## src/rtl/mem_access_pkg.sv

```systemverilog
// rtl/mem_access_pkg.sv - shared encodings for the load/store sequencer
//
// Purpose : size encodings, sequencer state enum, data-memory choice codes
//           and the request legality check used at accept time.

package mem_access_pkg;

    // Request size encodings (2'b11 is illegal)
    localparam logic [1:0] SZ_BYTE = 2'b00;
    localparam logic [1:0] SZ_HALF = 2'b01;
    localparam logic [1:0] SZ_WORD = 2'b10;

    // Sequencer states
    typedef enum logic [1:0] {
        ST_IDLE    = 2'b00,
        ST_RD_WAIT = 2'b01,
        ST_WR      = 2'b10,
        ST_RESP    = 2'b11
    } state_e;

    // Data-memory lane-choice codes; only full-word accesses are issued
    localparam logic [2:0] LC_WORD     = 3'b111;
    localparam logic [2:0] SC_WORD     = 3'b011;
    localparam logic [2:0] CHOICE_NONE = 3'b000;

    // True when the request must be rejected: illegal size or misaligned address
    function automatic logic req_is_bad(input logic [1:0] size, input logic [1:0] off);
        logic bad;
        case (size)
            SZ_BYTE: bad = 1'b0;
            SZ_HALF: bad = off[0];
            SZ_WORD: bad = (off != 2'b00);
            default: bad = 1'b1;
        endcase
        return bad;
    endfunction

endpackage

```

## src/rtl/mem_lane_align.sv

```systemverilog
// rtl/mem_lane_align.sv - little-endian lane extraction/extension and store merge
//
// Purpose : combinational lane logic for the load/store sequencer.
// Ports   : word        - full word read from memory
//           off         - byte offset within the word (addr[1:0])
//           size        - SZ_BYTE / SZ_HALF / SZ_WORD
//           ld_unsigned - zero-extend sub-word loads when set
//           wdata       - right-justified store data
//           ld_data     - extended load result
//           st_word     - word with only the addressed lane replaced

module mem_lane_align
    import mem_access_pkg::*;
(
    input  logic [31:0] word,
    input  logic [1:0]  off,
    input  logic [1:0]  size,
    input  logic        ld_unsigned,
    input  logic [31:0] wdata,
    output logic [31:0] ld_data,
    output logic [31:0] st_word
);

    logic [7:0]  byte_lane;
    logic [15:0] half_lane;

    always_comb begin
        byte_lane = word[{off, 3'b000} +: 8];
        half_lane = word[{off[1], 4'b0000} +: 16];
    end

    always_comb begin
        ld_data = word;
        case (size)
            SZ_BYTE: ld_data = {{24{~ld_unsigned & byte_lane[7]}}, byte_lane};
            SZ_HALF: ld_data = {{16{~ld_unsigned & half_lane[15]}}, half_lane};
            default: ld_data = word;
        endcase
    end

    // Neighbouring bytes come from the sampled read so the full-word write preserves them
    always_comb begin
        st_word = word;
        case (size)
            SZ_BYTE: st_word[{off, 3'b000} +: 8]     = wdata[7:0];
            SZ_HALF: st_word[{off[1], 4'b0000} +: 16] = wdata[15:0];
            default: st_word = wdata;
        endcase
    end

endmodule

```

## src/rtl/mem_access_ctrl.sv

```systemverilog
// rtl/mem_access_ctrl.sv - load/store sequencer in front of the data memory
//
// Purpose : accepts one request at a time, checks alignment, issues full-word
//           reads/writes only (sub-word stores as read-modify-write) and
//           returns extended load data with a one-cycle response pulse.
// Ports   : CLK, RST (async, active-low)
//           req_*   - request handshake (req_ready high only in IDLE)
//           resp_*  - completion pulse, load data, error flag
//           mem_*   - data memory word address, write data/enable, choice codes

module mem_access_ctrl
    import mem_access_pkg::*;
#(
    parameter int ADDR_W  = 12,
    parameter int MEM_LAT = 1
) (
    input  logic              CLK,
    input  logic              RST,
    input  logic              req_valid,
    output logic              req_ready,
    input  logic              req_we,
    input  logic [1:0]        req_size,
    input  logic              req_unsigned,
    input  logic [31:0]       req_addr,
    input  logic [31:0]       req_wdata,
    output logic              resp_valid,
    output logic [31:0]       resp_rdata,
    output logic              resp_err,
    output logic [ADDR_W-1:0] mem_A,
    output logic [31:0]       mem_WD,
    output logic              mem_WE,
    output logic [2:0]        mem_load_choice,
    output logic [2:0]        mem_sw_choice,
    input  logic [31:0]       mem_RD
);

    localparam int CNT_W = (MEM_LAT < 2) ? 1 : $clog2(MEM_LAT + 1);

    state_e              state_q, state_d;
    logic                we_q, we_d;
    logic [1:0]          size_q, size_d;
    logic                uns_q, uns_d;
    logic [ADDR_W+1:0]   addr_q, addr_d;
    logic [31:0]         wdata_q, wdata_d;
    logic                err_q, err_d;
    logic [31:0]         word_q, word_d;
    logic [CNT_W-1:0]    cnt_q, cnt_d;

    logic [31:0]         ld_data;
    logic [31:0]         st_word;
    logic                unused_addr_hi;

    assign unused_addr_hi = ^req_addr[31:ADDR_W+2];

    always_comb begin
        state_d = state_q;
        we_d    = we_q;
        size_d  = size_q;
        uns_d   = uns_q;
        addr_d  = addr_q;
        wdata_d = wdata_q;
        err_d   = err_q;
        word_d  = word_q;
        cnt_d   = cnt_q;
        case (state_q)
            ST_IDLE: begin
                if (req_valid) begin
                    we_d    = req_we;
                    size_d  = req_size;
                    uns_d   = req_unsigned;
                    addr_d  = req_addr[ADDR_W+1:0];
                    wdata_d = req_wdata;
                    err_d   = req_is_bad(req_size, req_addr[1:0]);
                    cnt_d   = '0;
                    if (err_d) begin
                        state_d = ST_RESP;
                    end else if (req_we && (req_size == SZ_WORD)) begin
                        state_d = ST_WR;
                    end else begin
                        state_d = ST_RD_WAIT;
                    end
                end
            end
            ST_RD_WAIT: begin
                // Read is held for MEM_LAT+1 cycles; data is taken on the final edge
                if (cnt_q == CNT_W'(MEM_LAT)) begin
                    word_d  = mem_RD;
                    state_d = we_q ? ST_WR : ST_RESP;
                end else begin
                    cnt_d = cnt_q + 1'b1;
                end
            end
            ST_WR:   state_d = ST_RESP;
            default: state_d = ST_IDLE;
        endcase
    end

    always_ff @(posedge CLK or negedge RST) begin
        if (!RST) begin
            state_q <= ST_IDLE;
            we_q    <= 1'b0;
            size_q  <= 2'b00;
            uns_q   <= 1'b0;
            addr_q  <= '0;
            wdata_q <= '0;
            err_q   <= 1'b0;
            word_q  <= '0;
            cnt_q   <= '0;
        end else begin
            state_q <= state_d;
            we_q    <= we_d;
            size_q  <= size_d;
            uns_q   <= uns_d;
            addr_q  <= addr_d;
            wdata_q <= wdata_d;
            err_q   <= err_d;
            word_q  <= word_d;
            cnt_q   <= cnt_d;
        end
    end

    mem_lane_align u_align (
        .word        (word_q),
        .off         (addr_q[1:0]),
        .size        (size_q),
        .ld_unsigned (uns_q),
        .wdata       (wdata_q),
        .ld_data     (ld_data),
        .st_word     (st_word)
    );

    // All outputs decode registered state only, so reset removes them at once
    always_comb begin
        req_ready       = (state_q == ST_IDLE);
        resp_valid      = (state_q == ST_RESP);
        resp_err        = (state_q == ST_RESP) && err_q;
        resp_rdata      = ((state_q == ST_RESP) && !err_q && !we_q) ? ld_data : 32'h0;
        mem_A           = ((state_q == ST_RD_WAIT) || (state_q == ST_WR)) ? addr_q[ADDR_W+1:2] : '0;
        mem_WE          = (state_q == ST_WR);
        mem_WD          = (state_q == ST_WR) ? st_word : 32'h0;
        mem_load_choice = (state_q == ST_RD_WAIT) ? LC_WORD : CHOICE_NONE;
        mem_sw_choice   = (state_q == ST_WR) ? SC_WORD : CHOICE_NONE;
    end

endmodule

```

## config.mk

```make
export PLATFORM = sky130hd
export DESIGN_NAME = mem_access_ctrl
export DESIGN_NICKNAME = d
export VERILOG_FILES = /design/src/rtl/mem_access_pkg.sv /design/src/rtl/mem_lane_align.sv /design/src/rtl/mem_access_ctrl.sv
export SDC_FILE = /design/constraint.sdc
export NUM_CORES = 1
export LEC_CHECK = 0
export CAP_MARGIN = 20
export CORE_MARGIN = 2
export CORE_UTILIZATION = 45
export CTS_CLUSTER_SIZE = 8
export DETAILED_ROUTE_END_ITERATION = 10
export PLACE_DENSITY_LB_ADDON = 0.15
export SLEW_MARGIN = 20
export SYNTH_ARGS = -nofsm -noshare
export SYNTH_HDL_FRONTEND = slang
export SYNTH_SLANG_ARGS = --single-unit
```

## constraint.sdc

```tcl
create_clock -name CLK -period 2.8 [get_ports CLK]
set_clock_uncertainty 0.15 [all_clocks]
set_input_delay 0.42 -clock CLK [delete_from_list [all_inputs] [get_ports CLK]]
set_output_delay 0.42 -clock CLK [all_outputs]
set_load 0.01 [all_outputs]
```

==> impl_metrics.csv, run 1 <==
group,metric,value,unit
sta,period_needed,2.761,ns
status,outcome,"completed",
synth,synthArstFlopShare,100.0,%
sta,fmax,362.2,MHz
synth,synth_nets,648,
global_routing,grt_max_degree,53,
sta,finalSetupViolCount,0,
cts,cts_buffers,9,
global_routing,grt_util_met3,5.739,%
global_routing,busiest_layer,"met2",
routing,drt_iter0_markers,386,
flow_run,cap_violations,0,
finish,area_growth,44.73,%
synth,synth_top_cell_by_area,"dfrtp_1",
worst_setup_path,r2r_cells,5,
global_routing,antenna_found_initial,0,
synth,synth_area,5429,um^2
power_and_ir_drop,finalPower,9.641,mW
synth,synth-warning-count,0,
worst_setup_path,path_class,"flop to output pin",
worst_setup_path,cp.required,2.23,ns
routing,vias_per_cell,6.038,
global_routing,grt_pass1_wl,28.75,mm
worst_setup_path,worstPathCellList,"buf_6 -> mux2i_2 -> mux2_4 -> nor4_4 -> buf_4 -> buf_6 -> buf_4 -> a21o_1 -> buf_2",
min_path,holdPathStages,1,
routing,via_count,5253,
worst_setup_path,reg2reg_to,"word_q[3]",
power_and_ir_drop,power_density,1227,nW/um^2
floorplanning,die_y,113.8,um
worst_setup_path,end_kind,"output pin",
cts,cts_tree,"done",
synth,synth_ff_type,"dfrtp_1",
synth,synth_top_area_share,39.64,%
cts,insertion_delay,0.35,ns
min_path,whs_endpoint,"addr_q[11]",
cts,cts.sinks,86,
worst_setup_path,critPathLaunchType,"flop",
synth,synth_edf_count,0,
floorplanning,dieArea,12960,um^2
floorplanning,initial_utilization,45.58,%
sta,rsz0062_at_grt,"true",
synth,yosys-top-cells-count,"86 x dfrtp_1, 86 x mux2_2, 42 x nand2_1",
routing,drc,0,
worst_setup_path,cp.arrival,2.19,ns
place,place_inst,846,
place,hpwl,13.39,mm
sta,worst_pin_slew,0.6777,ns
sta,finalMaxSlewViolations,0,
global_routing,first_global_vias,5271,
cts,cts.htree.levels,3,
sta,hold_violations,0,
routing,totalWireLength,18.45,mm
place,io_buffers,169,
min_path,hold_path_class,"flop to flop",
floorplanning,core,11910,um^2
worst_setup_path,rr_startpoint,"state_q[1]",
routing,drt_pass1_iterations,5,
floorplanning,die_w,113.8,um
floorplanning,io_pins,189,
synth,netlist_top_cells_area,"dfrtp_1 40%, mux2_2 18%, mux2i_1 3.5%",
synth,synth.avg_cell_area,10.13,um^2
cts,clk_pin_slew,0.07,ns
cts,root_buffer,"clkbuf_16",
worst_setup_path,crit_path_max_incr_delay,0.40,ns
worst_setup_path,slowest_stage,"dfrtp_1",
synth,synth-seq-cells,86,
sta,max_slew_margin,54.77,%
finish,n_antenna_cell,0,
synth,ys_seq_area_share,39.64,%
global_routing,grtUsageMet1,38.22,%
cts,cts_buffer_depth,2,
worst_setup_path,crit_fanout,7,
routing,postRouteAntennaNets,0,
global_routing,track_usage,28.97,%
place,gp_congestion,0.9082,
worst_setup_path,regToRegSetupSlack,0.91,ns
synth,synthCells,536,
finish,fin_cells,870,
power_and_ir_drop,ir_drop,807.7,uV
power_and_ir_drop,leakage,3.494,nW
sta,timing.final.crit_share,98.61,%
floorplanning,num_rows,40,
global_routing,use_met2,46.79,%
global_routing,overflow,0,
finish,layout-drive-gt1-share,29.05,%
min_path,hp-start,"addr_q[11]",
synth,ys_types,44,
finish,fillers,997,
routing,wl_per_cell,21.21,um
finish,nNetsFinal,830,
registers in the layout, summed over array words and instances (netlist names), 2 cells and up:
register  count
size_q        2
word_q       32
wdata_q      32
state_q       2
addr_q       14
what timing repair did:
action	CTS	global route
endpoints found under the hold margin	45	0
buffers inserted	4	3
pin swaps	2	7
setup endpoints to repair	63	50
hold buffers	1	0
gates cloned	1	0
gates resized for setup	127	33
where the power goes:
part,internal [mW],switching (mW),leakage [nW]
combinational,2.85,2.69,2.33
clock,0.712,0.561,0.150
sequential,1.89,0.936,1.01
total,5.45,4.19,3.49
routing by layer:
layer / up-vias / routed length (um)
met5: - / 0
met4: 0 / 639
met3: 42 / 1456
met2: 288 / 8693
met1: 2569 / 7665
li1: 2354 / -
cell usage in the layout, fill, tap and decap left out, drive strengths merged, types with 2 or more instances in the layout:
master         synthesis  final
a211oi                 7      7
a21o                  16     16
a21oi                 20     20
a221oi                14     14
a22o                   7      7
a22oi                  9      9
a31oi                  8      8
and2                  14     14
buf                   25     58
clkbuf                19     11
clkdlybuf4s15          0      9
clkdlybuf4s50          0    105
clkinv                 2      3
dfrtp                 86     86
dlygate4sd2            0     40
ha                     9      9
inv                   15     19
mux2                  86     86
mux2i                 19     19
mux4                   7      7
nand2                 42     42
nor2                  39     39
nor2b                  4      4
nor3                  10     10
nor4                   2      2
o21ai                 27     27
o221ai                16     16
o22ai                 16     16
o31ai                  3      3
or2                    2      2
how the worst max path moves through the flow:
stage	endpoint	slack, ns	cells past startpoint	start
6_report	resp_rdata[22]	0.04	9	addr_q[1]
5_1_grt	resp_rdata[22]	-0.03	9	addr_q[1]
4_1_cts	resp_rdata[22]	-0.12	9	addr_q[1]
3_5_place_dp	resp_rdata[26]	-0.01	5	state_q[1]
3_3_place_gp	resp_rdata[15]	-0.0003	7	addr_q[0]
2_1_floorplan	mem_WD[0]	0.18	7	addr_q[1]
critical path: cells and delay by family, from the launching register on:
kind / cells / cell delay [ns]
AND/OR/NAND/NOR: 1 / 0.23
AO/OA/AOI/OAI: 1 / 0.08
buffers and inverters: 5 / 0.65
flip-flops: 1 / 0.40
multiplexers: 2 / 0.47
through the flow:
stage	hold slack, ns	cell area (um^2)	util (%)	setup TNS [ns]	setup WS, ns
2_1_floorplan	-0.02559	5429	-	0	0.1767
3_3_place_gp	0.3187	7406	62.17	-0.0002689	-0.0002689
3_5_place_dp	0.3231	7406	62.17	-0.04056	-0.01153
4_1_cts	0.3520	7825	65.69	-0.2624	-0.1208
5_1_grt	0.3713	7858	65.97	-0.08216	-0.03390
6_report	0.3519	7858	65.97	0	0.03903
cell families after synthesis:
group                      after synthesis  share of synthesized area [%]
AOI/OAI and AO/OA                      147                          18.60
and+or+nand+nor                        120                          10.35
muxes                                  112                          24.25
DFF                                     86                          39.64
buffers and inverters                   61                          5.024
adders and majority gates                9                          2.074
other                                    1                        0.06907
layout make-up:
cell class,count,area (um^2),area share (%)
Sequential cell,86,2155,27.42
Clock inverter,7,86.33,1.099
Tap cell,147,183.9,2.341
Multi-Input combinational cell,389,3159,40.21
Clock buffer,9,225.2,2.866
Inverter,17,65.06,0.8280
Timing Repair Buffer,215,1983,25.24
(Power assumes the default switching activity.)
==> inputs of run 2 (changes only) <==
CTS_BUF_LIST = sky130_fd_sc_hd__clkbuf_8   (was not set)
==> impl_metrics.csv, run 2 (synthesis gave the netlist of run 1 again) <==
group,metric,value,unit
power_and_ir_drop,leakage,3.415,nW
cts,clk_pin_slew,0.10,ns
sta,finalMaxSlewViolations,0,
sta,whs,0.3563,ns
finish,final_cell_mix,"104 x clkdlybuf4s50_1, 85 x mux2_2, 84 x dfrtp_1",
global_routing,grt_pass1_wl,28.80,mm
power_and_ir_drop,p_sw,4.259,mW
floorplanning,io_pins,189,
finish,layout_commonest_cell,"clkdlybuf4s50_1",
sta,finalWorstSetupSlack,0.002452,ns
worst_setup_path,rr_startpoint,"state_q[1]",
worst_setup_path,cp.required,2.23,ns
worst_setup_path,worstPathCellList,"buf_6 -> mux2i_2 -> mux2_4 -> nor4_4 -> buf_4 -> buf_6 -> buf_4 -> a21o_1 -> buf_2",
cts,cts_tree,"done",
power_and_ir_drop,ir_drop,836.2,uV
sta,rsz0062_at_grt,"true",
floorplanning,core,11910,um^2
finish,layout-drive-gt1-share,35.85,%
worst_setup_path,crit_start,"addr_q[1]",
worst_setup_path,path_class,"flop to output pin",
routing,totalWireLength,18.52,mm
global_routing,first_global_vias,5282,
cts,root_buffer,"clkbuf_8",
power_and_ir_drop,swShare,45.06,%
sta,worst_pin_slew,0.6691,ns
finish,fillers,1023,
place,dpl-instance-area,7406,um^2
routing,via_count,5212,
sta,period_needed,2.798,ns
place,io_buffers,169,
finish,utilization,65.25,%
global_routing,grt_max_degree,53,
sta,hold_violations,0,
cts,cts.sinks,86,
worst_setup_path,end_kind,"output pin",
min_path,hp-start,"addr_q[11]",
worst_setup_path,cp.arrival,2.23,ns
sta,finalSetupViolCount,0,
routing,drt_iter0_markers,433,
floorplanning,initial_utilization,45.58,%
finish,multi_input_area,3271,um^2
routing,vias_per_cell,5.957,
worst_setup_path,slowest_stage,"dfrtp_1",
sta,tns,0,ns
power_and_ir_drop,p_seq_share,29.8,%
power_and_ir_drop,intPower,5.192,mW
worst_setup_path,reg2reg_to,"word_q[3]",
power_and_ir_drop,combinationalPowerShare,60.2,%
worst_setup_path,regToRegSetupSlack,0.83,ns
place,place_ws,-0.01153,ns
power_and_ir_drop,power_density,1216,nW/um^2
cts,cts_buffer_depth,2,
cts,cts_buffers,9,
floorplanning,num_rows,40,
finish,fin_cells,875,
worst_setup_path,critPathLaunchType,"flop",
routing,drt_pass1_iterations,4,
flow_run,cap_violations,0,
worst_setup_path,crit_fanout,6,
sta,timing.final.crit_share,99.91,%
sta,fmax,357.5,MHz
global_routing,track_usage,28.92,%
routing,postRouteAntennaNets,0,
power_and_ir_drop,clkPwrFrac,10.0,%
worst_setup_path,r2r_cells,6,
worst_setup_path,crit_path_max_incr_delay,0.41,ns
place,hpwl,13.39,mm
place,place_inst,846,
floorplanning,die_w,113.8,um
finish,largestRegisters,"wdata_q (32), word_q (32), addr_q (14)",
sta,max_slew_margin,55.35,%
routing,wl_per_cell,21.17,um
finish,area_growth,43.17,%
finish,ff_latch_area,2155,um^2
place,gp_congestion,0.9082,
floorplanning,dieArea,12960,um^2
global_routing,overflow,0,
power_and_ir_drop,finalPower,9.451,mW
status,outcome,"completed",
min_path,holdPathStages,1,
min_path,whs_endpoint,"addr_q[11]",
routing,drc,0,
global_routing,antenna_found_initial,0,
cts,insertion_delay,0.39,ns
floorplanning,die_y,113.8,um
finish,nNetsFinal,835,
finish,final_area,7772,um^2
finish,n_antenna_cell,0,
min_path,hold_path_class,"flop to flop",
cts,cts.htree.levels,3,
[run 2: cell count changes in the layout (fill, tap and decap cells not counted), sizes merged]
cell / delta
clkbuf: +32
dlygate4sd2: -32
buf: +11
clkdlybuf4s15: -6
clkdlybuf4s50: -1
dlymetal6s2s: +1
[run 2: final cells by class]
class / instances / share of cell area [%]
Multi-Input combinational cell: 389 / 42.08
Sequential cell: 86 / 27.72
Timing Repair Buffer: 220 / 24.29
Tap cell: 147 / 2.366
Clock buffer: 9 / 1.594
Clock inverter: 7 / 1.111
Inverter: 17 / 0.8371
[run 2: layer usage]
layer,part of all wire (%),global-route usage (%),vias to the layer above
li1,-,-,2358
met1,41,37.82,2567
met2,47,46.39,249
met3,8.1,6.642,38
met4,3.5,12.28,0
met5,0,0,-
[run 2: worst max-delay path by stage]
stage	to	slack (ns)
after floorplan	mem_WD[0]	0.18
after global placement	resp_rdata[15]	-0.0003
after detailed placement	resp_rdata[26]	-0.01
after CTS	mem_WD[7]	-0.19
after global routing	resp_rdata[22]	-0.10
final	resp_rdata[22]	0.002
[run 2: power groups by stage]
stage	logic [mW]	clock network, mW	registers (mW)
after floorplan	3.44	0	2.35
after global placement	5.30	0	2.76
after detailed placement	5.42	0	2.77
after CTS	5.46	0.971	2.76
after global routing	6.15	1.02	2.88
final	5.69	0.949	2.81
[run 2: timing repair]
item,in CTS,in global routing
endpoints found under the setup margin,63,71
hold buffers,1,0
hold endpoints to repair,45,0
resized for setup,147,114
setup buffers,7,6
pin swaps,3,11
gates cloned,1,0
[run 2: critical path, delay by kind of cell, from the launching register on]
family	cells	cell delay, ns
muxes	2	0.46
DFF	1	0.41
buffers and inverters	5	0.66
AOI/OAI and AO/OA	1	0.09
and+or+nand+nor	1	0.23
==> inputs of run 3 (changes only) <==
SLEW_MARGIN = not set   (was 20)
==> results of run 3 <==
The final DEF is identical to that of run 2; final timing and power are the same.
